==> src/rtl/lfsr_pkg.sv <==
// Shared constants for the LFSR PRBS generator: feedback topology selectors
// and maximal-length tap masks for the common register widths.
package lfsr_pkg;

   localparam int unsigned LFSR_FIB = 0;
   localparam int unsigned LFSR_GAL = 1;

   localparam logic [3:0]  LFSR_TAPS4  = 4'hC;
   localparam logic [7:0]  LFSR_TAPS8  = 8'hB8;
   localparam logic [15:0] LFSR_TAPS16 = 16'hB400;
   localparam logic [31:0] LFSR_TAPS32 = 32'h80200003;

endpackage

==> src/rtl/lfsr_next.sv <==
// Combinational LFSR next-state function, Fibonacci (left shift, XOR feedback
// into bit 0) or Galois (right shift, tap mask applied when bit 0 is set).
module lfsr_next
   import lfsr_pkg::*;
#(
   parameter int unsigned      WIDTH = 4,
   parameter logic [WIDTH-1:0] TAPS  = LFSR_TAPS4,
   parameter int unsigned      MODE  = LFSR_FIB
) (
   input  logic [WIDTH-1:0] state,
   output logic [WIDTH-1:0] next
);

   logic fb;

   always_comb begin
      fb   = ^(state & TAPS);
      next = '0;
      if (MODE == LFSR_GAL)
         next = (state >> 1) ^ (state[0] ? TAPS : '0);
      else
         next = {state[WIDTH-2:0], fb};
   end

endmodule

==> src/rtl/lfsr_prbs_gen.sv <==
// PRBS source: LFSR state with step enable, runtime seed load, zero-seed
// lock-up recovery and a period monitor against the captured start state.
module lfsr_prbs_gen
   import lfsr_pkg::*;
#(
   parameter int unsigned      WIDTH = 4,
   parameter logic [WIDTH-1:0] TAPS  = LFSR_TAPS4,
   parameter logic [WIDTH-1:0] SEED  = 4'b0001,
   parameter int unsigned      MODE  = LFSR_FIB
) (
   input  logic             clk,
   input  logic             rst,
   input  logic             en,
   input  logic             load,
   input  logic [WIDTH-1:0] seed_in,
   output logic [WIDTH-1:0] q,
   output logic             bit_out,
   output logic [WIDTH-1:0] cnt,
   output logic             wrap,
   output logic             lockup
);

   logic [WIDTH-1:0] start;
   logic [WIDTH-1:0] nxt;

   lfsr_next #(
      .WIDTH (WIDTH),
      .TAPS  (TAPS),
      .MODE  (MODE)
   ) u_next (
      .state (q),
      .next  (nxt)
   );

   assign bit_out = (MODE == LFSR_GAL) ? q[0] : q[WIDTH-1];

   always_ff @(posedge clk) begin
      if (rst) begin
         q      <= SEED;
         start  <= SEED;
         cnt    <= '0;
         wrap   <= 1'b0;
         lockup <= 1'b0;
      end else if (load) begin
         cnt  <= '0;
         wrap <= 1'b0;
         // A zero seed would lock the register; substitute SEED and flag it.
         if (seed_in != '0) begin
            q      <= seed_in;
            start  <= seed_in;
            lockup <= 1'b0;
         end else begin
            q      <= SEED;
            start  <= SEED;
            lockup <= 1'b1;
         end
      end else if (en) begin
         q      <= nxt;
         lockup <= 1'b0;
         if (nxt == start) begin
            cnt  <= '0;
            wrap <= 1'b1;
         end else begin
            cnt  <= cnt + WIDTH'(1);
            wrap <= 1'b0;
         end
      end else begin
         wrap   <= 1'b0;
         lockup <= 1'b0;
      end
   end

endmodule

==> config.mk <==
export PLATFORM = sky130hd
export DESIGN_NAME = lfsr_prbs_gen
export DESIGN_NICKNAME = d
export VERILOG_FILES = /design/src/rtl/lfsr_pkg.sv /design/src/rtl/lfsr_next.sv /design/src/rtl/lfsr_prbs_gen.sv
export SDC_FILE = /design/constraint.sdc
export NUM_CORES = 1
export LEC_CHECK = 0
export CAP_MARGIN = 20
export CORE_MARGIN = 10
export CORE_UTILIZATION = 49
export DETAILED_ROUTE_END_ITERATION = 12
export PLACE_DENSITY = 0.81
export REMOVE_ABC_BUFFERS = 1
export SETUP_SLACK_MARGIN = 0.5
export SLEW_MARGIN = 20
export SYNTH_ARGS = -nofsm -noshare
export SYNTH_HDL_FRONTEND = slang
export SYNTH_SLANG_ARGS = --single-unit
export TNS_END_PERCENT = 10
==> constraint.sdc <==
create_clock -name clk -period 2.7 [get_ports clk]
set_clock_uncertainty 0.15 [all_clocks]
set_input_delay 0.54 -clock clk [delete_from_list [all_inputs] [get_ports clk]]
set_output_delay 0.54 -clock clk [all_outputs]
set_load 0.01 [all_outputs]
==> results of run 1 <==
## cells by family (layout without fill, tap and decap cells)
logic type | after synthesis | after routing | share of synthesized area [%]
adders and majority gates | 1 | 1 | 1.795
AOI/OAI and AO/OA | 17 | 17 | 17.05
muxes | 3 | 3 | 4.309
xor gates and xnor gates | 6 | 6 | 9.873
DFF | 14 | 14 | 40.22
and+or+nand+nor | 27 | 27 | 22.26
buffers and inverters | 5 | 22 | 4.488
## flip-flops by register name (all words and copies together), names as in the netlist
register  count
wrap          1
q             4
cnt           4
lockup        1
start         4
## worst max-delay path by stage
| stage | slack [ns] | from | cells after the start | end |
|---|---|---|---|---|
| 6_report | 0.68 | q[2] | 1 | q[2] |
| 5_1_grt | 0.60 | q[2] | 1 | q[2] |
| 4_1_cts | 0.66 | q[2] | 1 | q[2] |
| 3_5_place_dp | 0.63 | en | 4 | cnt[3] |
| 3_3_place_gp | 0.68 | en | 4 | cnt[3] |
| 2_1_floorplan | 1.08 | q[3] | 3 | cnt[2] |
## per-layer routing
| layer | GRT usage (%) | wire length [microns] | vias up |
|---|---|---|---|
| met5 | 0 | 0 | - |
| li1 | - | - | 292 |
| met1 | 9.951 | 684 | 259 |
| met2 | 14.72 | 689 | 13 |
| met3 | 3.050 | 79 | 4 |
| met4 | 6.040 | 22 | 0 |
## placed cells by master, fill, tap and decap left out
master / Yosys / final
a211oi_1: 2 / 2
a21oi_1: 5 / 5
a31oi_1: 1 / 1
and2_1: 1 / 1
and3_1: 1 / 1
and3b_1: 1 / 1
clkbuf_4: 0 / 3
clkbuf_8: 0 / 1
clkdlybuf4s50_1: 0 / 18
dfxtp_1: 14 / 14
ha_1: 1 / 1
mux2i_1: 3 / 3
nand2_1: 3 / 3
nand2b_1: 7 / 7
nand4_1: 1 / 1
nor2_1: 6 / 6
nor2b_1: 3 / 3
nor3_1: 1 / 1
nor3b_1: 1 / 1
nor4_2: 1 / 1
o21a_1: 3 / 3
o21bai_1: 2 / 2
o41ai_1: 4 / 4
or2_2: 1 / 1
xor2_1: 5 / 5
xor3_2: 1 / 1
## power by group
part / internal, mW / switching (mW)
clock: 0.0820 / 0.0680
sequential: 0.215 / 0.00938
combinational: 0.0407 / 0.0370
total: 0.338 / 0.114
## through the flow
step | hold WS (ns) | power, mW | cells
6_report | 0.3413 | 0.4521 | 105
5_1_grt | 0.3663 | 0.4737 | 105
4_1_cts | 0.3441 | 0.4573 | 105
3_5_place_dp | 0.3309 | 0.3071 | 101
3_3_place_gp | 0.3224 | 0.3064 | 101
2_1_floorplan | 0.3049 | 0.2693 | 68
## cell type report
cell class	count	area, sq um
Fill cell	107	416.7
Tap cell	15	18.77
Timing Repair Buffer	18	180.2
Clock buffer	4	36.28
Multi-Input combinational cell	54	385.4
Sequential cell	14	280.3
==> impl_metrics.env, run 1 <==
export IMPL_outcome="finished, final reports clean"
export IMPL_r2r_slack_ns=1.09
export IMPL_post_synth_main_area_contributors="dfxtp_1 40%, nand2b_1 6.3%, xor2_1 6.3%"
export IMPL_crit_fanout=6
export IMPL_synth_seq_area_share_pct=40.22
export IMPL_worstHoldStart="start[3]"
export IMPL_clk_latency_ns=0.28
export IMPL_area_growth_pct=29.26
export IMPL_avgRoutedWirePerCell_microns=14.05
export IMPL_yosys_area_top_type="dfxtp_1"
export IMPL_drtAntennaViolNets=0
export IMPL_hold_end="start[3]"
export IMPL_dr_pass1_iters=2
export IMPL_place_area_sq_um=864.6
export IMPL_fp_dieH_microns=57.72
export IMPL_h_tree_depth=1
export IMPL_post_cts_resized=0
export IMPL_cp_cell_sequence="clkdlybuf4s50_1"
export IMPL_track_usage_pct=9.143
export IMPL_die_area_sq_um=3331
export IMPL_drc=0
export IMPL_fin_area_sq_um=900.9
export IMPL_grt_max_degree=15
export IMPL_synth_warnings=0
export IMPL_crit_slowest_cell="clkdlybuf4s50_1"
export IMPL_clockBufferDepth=2
export IMPL_hold_viol=0
export IMPL_maxCapViolCount=0
export IMPL_grt_pass1_wl_microns=2463
export IMPL_dpl_worst_slack_ns=0.6329
export IMPL_clock_root_buffer="clkbuf_4"
export IMPL_synth_cells=73
export IMPL_synth_commonest_cells="14 x dfxtp_1, 7 x nand2b_1, 6 x nor2_1"
export IMPL_cp_end_kind="output port"
export IMPL_synth_seq_cells=14
export IMPL_synthFlopType="dfxtp_1"
export IMPL_reg2reg_from="q[3]"
export IMPL_final_nets=100
export IMPL_cts_setup_buffers=0
export IMPL_crit_type="register to output port"
export IMPL_ys_async_sr_fraction_pct=0
export IMPL_arrival_ns=1.33
export IMPL_fin_crit_ns=2.020
export IMPL_clk_pin_slew_worst_paths_ns=0.08
export IMPL_cts_sinks=14
export IMPL_rsz0062_at_grt="no"
export IMPL_synth_cell_types=27
export IMPL_diodes=0
export IMPL_setup_tns_ns=0
export IMPL_tightest_slew_ns=0.4556
export IMPL_slew_violations=0
export IMPL_place_congestion=0.7570
export IMPL_vdd_drop_max_uv=292.6
export IMPL_antenna_found_initial=0
export IMPL_routed_wl_microns=1475
export IMPL_timing_final_ws_setup_ns=0.6796
export IMPL_fin_crit_sh_pct=74.83
export IMPL_grt_pass1_vias=575
export IMPL_cts_hold_buffers=0
export IMPL_start_kind="register"
export IMPL_power_density_nw_per_um2=501.8
export IMPL_synth_edf_count=0
export IMPL_routed_via_count=568
export IMPL_dp_hpwl_microns=1148
export IMPL_whs_path_depth=2
export IMPL_rr_worst_depth=3
export IMPL_core_rowCount=13
export IMPL_r2r_end="cnt[1]"
export IMPL_synthMostInstantiatedCell="dfxtp_1"
export IMPL_slowest_delay_ns=0.59
export IMPL_fin_util_pct=68.38
export IMPL_synth_area_sq_um=696.9
export IMPL_cts_tree="yes"
export IMPL_cts_buffers=3
export IMPL_path_delay_family="buffers and inverters"
export IMPL_slew_limit_headroom_pct=69.53
export IMPL_avgSynthCellArea_sq_um=9.547
export IMPL_initial_core_util_pct=52.90
export IMPL_viasPerCell=5.410
export IMPL_min_path_type="register to register"
export IMPL_overflow=0
export IMPL_setup_viol=0
export IMPL_first_iter_violations=3
export IMPL_die_x_microns=57.72
export IMPL_clock_fmax_mhz=495.0
export IMPL_fp_coreArea_sq_um=1318
export IMPL_critPathBufInv=1
export IMPL_final_layout_size_suffix_gt1_share_pct=7.778
export IMPL_leakage_nw=0.3555
export IMPL_port_buffers=18
export IMPL_yosysTopAreaCellShare_pct=40.22
export IMPL_ios=19
export IMPL_critPathRequiredTime_ns=2.01
(Power assumes the default switching activity.)
==> run 2: changes to the inputs <==
--- a/config.mk
+++ b/config.mk
@@ -7,9 +7,9 @@
 export LEC_CHECK = 0
 export CAP_MARGIN = 20
 export CORE_MARGIN = 10
-export CORE_UTILIZATION = 49
+export CORE_UTILIZATION = 45
 export DETAILED_ROUTE_END_ITERATION = 12
-export PLACE_DENSITY = 0.81
+export PLACE_DENSITY = 0.75
 export REMOVE_ABC_BUFFERS = 1
 export SETUP_SLACK_MARGIN = 0.5
 export SLEW_MARGIN = 20
==> constraint.sdc (replaced) <==
create_clock -name clk -period 2 [get_ports clk]
set_clock_uncertainty 0.15 [all_clocks]
set_input_delay 0.4 -clock clk [delete_from_list [all_inputs] [get_ports clk]]
set_output_delay 0.4 -clock clk [all_outputs]
set_load 0.01 [all_outputs]
==> run 2 against run 1 <==
  * Critical path depth is the same
  * Setup slack lost 0.42 ns
  * Die area grew 5.8%
  * Design area grew 1.3%
  * Global-route usage shrank 0.74 points
  * Register-to-register slack lost 0.65 ns
  * Core utilization shrank 7.1 points
  * Non-clock buffer count grew 3
  * Total power grew 25%
  * Largest power group unchanged
==> impl_metrics.env, run 2 (synthesis gave the netlist of run 1 again) <==
export IMPL_outcome="finished, final reports clean"
export IMPL_cts_tree="yes"
export IMPL_worstHoldStart="start[3]"
export IMPL_die_x_microns=59.36
export IMPL_power_density_nw_per_um2=618.5
export IMPL_clkPwrFrac_pct=27.6
export IMPL_p_sw_share_pct=26.39
export IMPL_place_congestion=0.7546
export IMPL_track_usage_pct=8.405
export IMPL_crit_type="register to output port"
export IMPL_hold_viol=0
export IMPL_tightest_slew_ns=0.4266
export IMPL_p_sw_mw=0.1489
export IMPL_slew_violations=0
export IMPL_final_nets=103
export IMPL_r2r_end="cnt[0]"
export IMPL_fp_dieH_microns=59.36
export IMPL_hold_end="start[3]"
export IMPL_fin_crit_sh_pct=87.11
export IMPL_arrival_ns=1.19
export IMPL_grt_max_degree=15
export IMPL_clock_root_buffer="clkbuf_4"
export IMPL_grt_pass1_wl_microns=2387
export IMPL_port_buffers=18
export IMPL_clk_pin_slew_worst_paths_ns=0.09
export IMPL_routed_via_count=552
export IMPL_setup_viol=0
export IMPL_critPathBufInv=1
export IMPL_p_comb_share_pct=18.7
export IMPL_fin_util_pct=61.26
export IMPL_pwr_share_seq_pct=53.7
export IMPL_cp_cell_sequence="clkdlybuf4s50_1"
export IMPL_setup_tns_ns=0
export IMPL_cts_buffers=3
export IMPL_overflow=0
export IMPL_final_layout_size_suffix_gt1_share_pct=14.13
export IMPL_min_path_type="register to register"
export IMPL_drtAntennaViolNets=0
export IMPL_routed_wl_microns=1487
export IMPL_cp_end_kind="output port"
export IMPL_area_growth_pct=30.88
export IMPL_top_regs="cnt x4, q x4, start x4"
export IMPL_first_iter_violations=0
export IMPL_ios=19
export IMPL_slew_limit_headroom_pct=71.46
export IMPL_critPathRequiredTime_ns=1.45
export IMPL_viasPerCell=5.111
export IMPL_dr_pass1_iters=1
export IMPL_vdd_drop_max_uv=400.8
export IMPL_core_rowCount=14
export IMPL_clock_fmax_mhz=574.0
export IMPL_crit_fanout=5
export IMPL_clk_latency_ns=0.27
export IMPL_whs_path_depth=2
export IMPL_antenna_found_initial=0
export IMPL_die_area_sq_um=3523
export IMPL_intPower_mw=0.4152
export IMPL_grt_pass1_vias=550
export IMPL_clockBufferDepth=2
export IMPL_reg2reg_from="q[3]"
export IMPL_fillCellCount=133
export IMPL_timing_final_ws_setup_ns=0.2579
export IMPL_rsz0062_at_grt="yes"
export IMPL_diodes=0
export IMPL_dp_hpwl_microns=1180
export IMPL_r2r_slack_ns=0.44
export IMPL_fin_crit_ns=1.742
export IMPL_dpl_worst_slack_ns=0.2727
export IMPL_fp_coreArea_sq_um=1489
export IMPL_path_delay_family="buffers and inverters"
export IMPL_h_tree_depth=1
export IMPL_maxCapViolCount=0
export IMPL_start_kind="register"
export IMPL_initial_core_util_pct=46.81
export IMPL_final_common_cell="clkdlybuf4s50_1"
export IMPL_drc=0
export IMPL_leakage_nw=0.3951
export IMPL_cts_hold_buffers=0
export IMPL_final_cell_mix="12 x clkdlybuf4s50_1, 10 x dfxtp_1, 7 x nand2b_1, 6 x nor2_1"
export IMPL_cts_sinks=14
export IMPL_avgRoutedWirePerCell_microns=13.77
export IMPL_rr_worst_depth=3
export IMPL_slowest_delay_ns=0.55
export IMPL_crit_slowest_cell="clkdlybuf4s50_1"
## run 2: layout make-up
class | instances | area [sq um] | area share, %
Multi-Input combinational cell | 54 | 385.4 | 42.25
Clock buffer | 3 | 22.52 | 2.469
Timing Repair Buffer | 21 | 198.9 | 21.81
Sequential cell | 14 | 285.3 | 31.28
Tap cell | 16 | 20.02 | 2.195
## run 2: power groups by stage
stage	Combinational, mW	Clock, mW	Sequential [mW]
3_5_place_dp	0.110	0	0.310
4_1_cts	0.107	0.162	0.303
6_report	0.105	0.156	0.303
2_1_floorplan	0.0524	0	0.311
3_3_place_gp	0.109	0	0.309
5_1_grt	0.117	0.171	0.305
## run 2: per-stage QoR
| stage | total power [mW] | std cells | hold slack, ns | instance area, sq um |
|---|---|---|---|---|
| 2_1_floorplan | 0.3635 | 68 | 0.3049 | 665.6 |
| 3_3_place_gp | 0.4181 | 105 | 0.3225 | 888.4 |
| 3_5_place_dp | 0.4197 | 105 | 0.3216 | 888.4 |
| 4_1_cts | 0.5718 | 108 | 0.3363 | 909.6 |
| 5_1_grt | 0.5923 | 108 | 0.3549 | 912.1 |
| 6_report | 0.5641 | 108 | 0.3355 | 912.1 |
## run 2: worst max path at each step
stage	start	cells after the start	end
floorplan	q[3]	3	cnt[2]
global placement	en	5	cnt[3]
detailed placement	en	5	cnt[3]
CTS	cnt[2]	1	cnt[2]
global route	cnt[2]	1	cnt[2]
finish	cnt[2]	1	cnt[2]
## run 2: layer usage
metal | global-route usage (%) | vias to the layer above | routed length, microns
met2 | 13.52 | 16 | 646
li1 | - | 299 | -
met3 | 5.150 | 0 | 177
met4 | 1.967 | 0 | 0
met1 | 9.091 | 237 | 663
met5 | 0 | - | 0
## run 2: what timing repair did
action,in CTS,in global routing
resized for setup,9,1
buffers inserted,0,0
endpoints found under the setup margin,16,16
## run 2: worst min-delay path, stage by stage (launching register included)
cell and delay, ns:
dfxtp_1 0.33, nand2b_1 0.07, a21oi_1 0.05
==> run 3: changes to the inputs <==
--- a/config.mk
+++ b/config.mk
@@ -5,15 +5,17 @@
 export SDC_FILE = /design/constraint.sdc
 export NUM_CORES = 1
 export LEC_CHECK = 0
+export ABC_CLOCK_PERIOD_IN_PS = 2000
 export CAP_MARGIN = 20
 export CORE_MARGIN = 10
-export CORE_UTILIZATION = 45
+export CORE_UTILIZATION = 46
 export DETAILED_ROUTE_END_ITERATION = 12
-export PLACE_DENSITY = 0.75
+export PLACE_DENSITY = 0.76
 export REMOVE_ABC_BUFFERS = 1
 export SETUP_SLACK_MARGIN = 0.5
 export SLEW_MARGIN = 20
 export SYNTH_ARGS = -nofsm -noshare
 export SYNTH_HDL_FRONTEND = slang
+export SYNTH_HIERARCHICAL = 1
 export SYNTH_SLANG_ARGS = --single-unit
 export TNS_END_PERCENT = 10
==> run 3 against run 2 <==
  * Count of clock-buffer cells in the layout stayed put
  * Die area is 1.7% higher
  * Maximum frequency is 2.0% higher
  * Register-to-register slack worse by 0.09 ns
  * Setup slack better by 0.035 ns
  * Worst hold slack better by 0.026 ns
  * Core utilization is 0.20 points higher
  * Largest power group unchanged
==> impl_metrics.env, run 3 <==
export IMPL_outcome="finished, final reports clean"
export IMPL_slew_violations=0
export IMPL_top_regs="cnt x4, q x4, start x4"
export IMPL_clockBufferDepth=2
export IMPL_first_iter_violations=9
export IMPL_final_cell_mix="12 x dfxtp_1, 10 x clkdlybuf4s50_1, 7 x dlygate4sd2_1, 6 x nor2_1, 5 x nand2b_1"
export IMPL_cp_cell_sequence="clkdlybuf4s50_1"
export IMPL_synth_fa_ha_area_share_pct=1.712
export IMPL_synth_cells=75
export IMPL_fp_dieH_microns=59.86
export IMPL_critPathRequiredTime_ns=1.45
export IMPL_synth_warnings=6
export IMPL_fin_crit_sh_pct=85.37
export IMPL_overflow=0
export IMPL_arrival_ns=1.16
export IMPL_slowest_delay_ns=0.54
export IMPL_drtAntennaViolNets=0
export IMPL_synth_area_sq_um=730.7
export IMPL_synthMostInstantiatedCell="dfxtp_1"
export IMPL_grt_pass1_wl_microns=2428
export IMPL_total_power_mw=0.5691
export IMPL_setup_viol=0
export IMPL_die_x_microns=59.86
export IMPL_cts_hold_buffers=0
export IMPL_core_rowCount=14
export IMPL_clk_latency_ns=0.27
export IMPL_post_synth_main_area_contributors="dfxtp_1 38%, xor2_2 6.7%, buf_4 6.2%"
export IMPL_power_density_nw_per_um2=614.7
export IMPL_maxCapViolCount=0
export IMPL_synth_compound_area_share_pct=14.55
export IMPL_crit_type="register to output port"
export IMPL_area_growth_pct=26.71
export IMPL_synth_simple_area_share_pct=20.72
export IMPL_routed_via_count=567
export IMPL_final_common_cell="dfxtp_1"
export IMPL_synth_seq_area_share_pct=38.36
export IMPL_dr_pass1_iters=4
export IMPL_synth_cell_types=28
export IMPL_worstHoldStart="cnt[1]"
export IMPL_place_congestion=0.7969
export IMPL_synth_seq_cells=14
export IMPL_hold_viol=0
export IMPL_synthFlopType="dfxtp_1"
export IMPL_ios=19
export IMPL_tightest_slew_ns=0.4303
export IMPL_routed_wl_microns=1521
export IMPL_viasPerCell=5.250
export IMPL_avgRoutedWirePerCell_microns=14.08
export IMPL_crit_slowest_cell="clkdlybuf4s50_1"
export IMPL_port_buffers=18
export IMPL_yosys_area_top_type="dfxtp_1"
export IMPL_cts_tree="yes"
export IMPL_dp_hpwl_microns=1222
export IMPL_final_nets=103
export IMPL_fin_crit_ns=1.707
export IMPL_yosysTopAreaCellShare_pct=38.36
export IMPL_synth_commonest_cells="14 x dfxtp_1, 6 x buf_4, 6 x nor2_1"
export IMPL_die_area_sq_um=3583
export IMPL_critPathBufInv=1
export IMPL_grt_pass1_vias=578
export IMPL_fp_coreArea_sq_um=1506
export IMPL_leakage_nw=0.4086
export IMPL_clock_fmax_mhz=585.7
export IMPL_drc=0
export IMPL_synth_edf_count=0
export IMPL_slew_limit_headroom_pct=71.22
export IMPL_cts_setup_buffers=0
export IMPL_critPathLaunch="cnt[3]"
export IMPL_vdd_drop_max_uv=365.8
export IMPL_cts_sinks=14
export IMPL_rsz0062_at_grt="yes"
export IMPL_track_usage_pct=8.642
export IMPL_reg2reg_from="q[2]"
export IMPL_final_layout_size_suffix_gt1_share_pct=16.30
export IMPL_path_delay_family="buffers and inverters"
export IMPL_clk_pin_slew_worst_paths_ns=0.08
export IMPL_min_path_type="register to register"
export IMPL_setup_tns_ns=0
export IMPL_synthXorXnorAreaFrac_pct=10.27
export IMPL_cp_end_kind="output port"
export IMPL_whs_ns=0.3611
export IMPL_synth_mux_area_share_pct=7.021
export IMPL_antenna_found_initial=0
export IMPL_h_tree_depth=1
export IMPL_start_kind="register"
export IMPL_synth_top_family_by_area="simple AND/OR/NAND/NOR gates"
export IMPL_avgSynthCellArea_sq_um=9.743
export IMPL_cts_buffers=3
export IMPL_initial_core_util_pct=48.50
export IMPL_crit_fanout=2
export IMPL_diodes=0
export IMPL_clock_root_buffer="clkbuf_4"
export IMPL_grt_max_degree=11
export IMPL_fillCellCount=146
export IMPL_ys_async_sr_fraction_pct=0
## run 3: cell families (layout without fill, tap and decap cells)
family | Yosys count | count (layout)
buf+inv | 8 | 25
simple gates | 26 | 26
xor+xnor | 6 | 6
flops | 14 | 14
mux | 5 | 5
compound gates | 15 | 15
fa+ha+maj | 1 | 1
## run 3: area by class of cell
type                    instances  area [sq um]  area share (%)
well taps                      16         20.02           2.162
clock buffers                   3         22.52           2.432
flip-flops and latches         14         282.8           30.54
multi-input cells              53         396.6           42.84
repair buffers                 22         203.9           22.03
## run 3: report_power, final
group | switching (mW) | internal (mW)
combinational | 0.0539 | 0.0541
clock | 0.0874 | 0.0696
sequential | 0.0131 | 0.291
total | 0.154 | 0.415
## run 3: worst paths after layout
path	end	slack, ns	cells past startpoint
setup / recovery	cnt[3]	0.29	1
hold / removal	cnt[1]	0.36	2
setup reg to reg	cnt[2]	0.35	4
hold reg to reg	cnt[1]	0.36	2
## run 3: per-stage QoR
stage | instance area, sq um | std cells | utilization, % | worst slack (ns)
after global placement | 907.1 | 105 | 60.22 | 0.2402
after floorplan | 676.9 | 67 | - | 0.3906
after CTS | 923.4 | 108 | 61.30 | 0.2360
after global routing | 925.9 | 108 | 61.46 | 0.2520
after detailed placement | 907.1 | 105 | 60.22 | 0.2422
final | 925.9 | 108 | 61.46 | 0.2926
## run 3: routing by layer
metal	part of all wire [%]	vias up	track usage, %
li1	-	293	-
met1	44	255	9.489
met2	44	19	13.82
met3	13	0	4.873
met4	0	0	2.564
met5	0	-	0
## run 3: timing repair
item	in CTS	in global routing
gates resized for setup	9	1
setup endpoints to repair	16	18
hold endpoints to repair	0	0
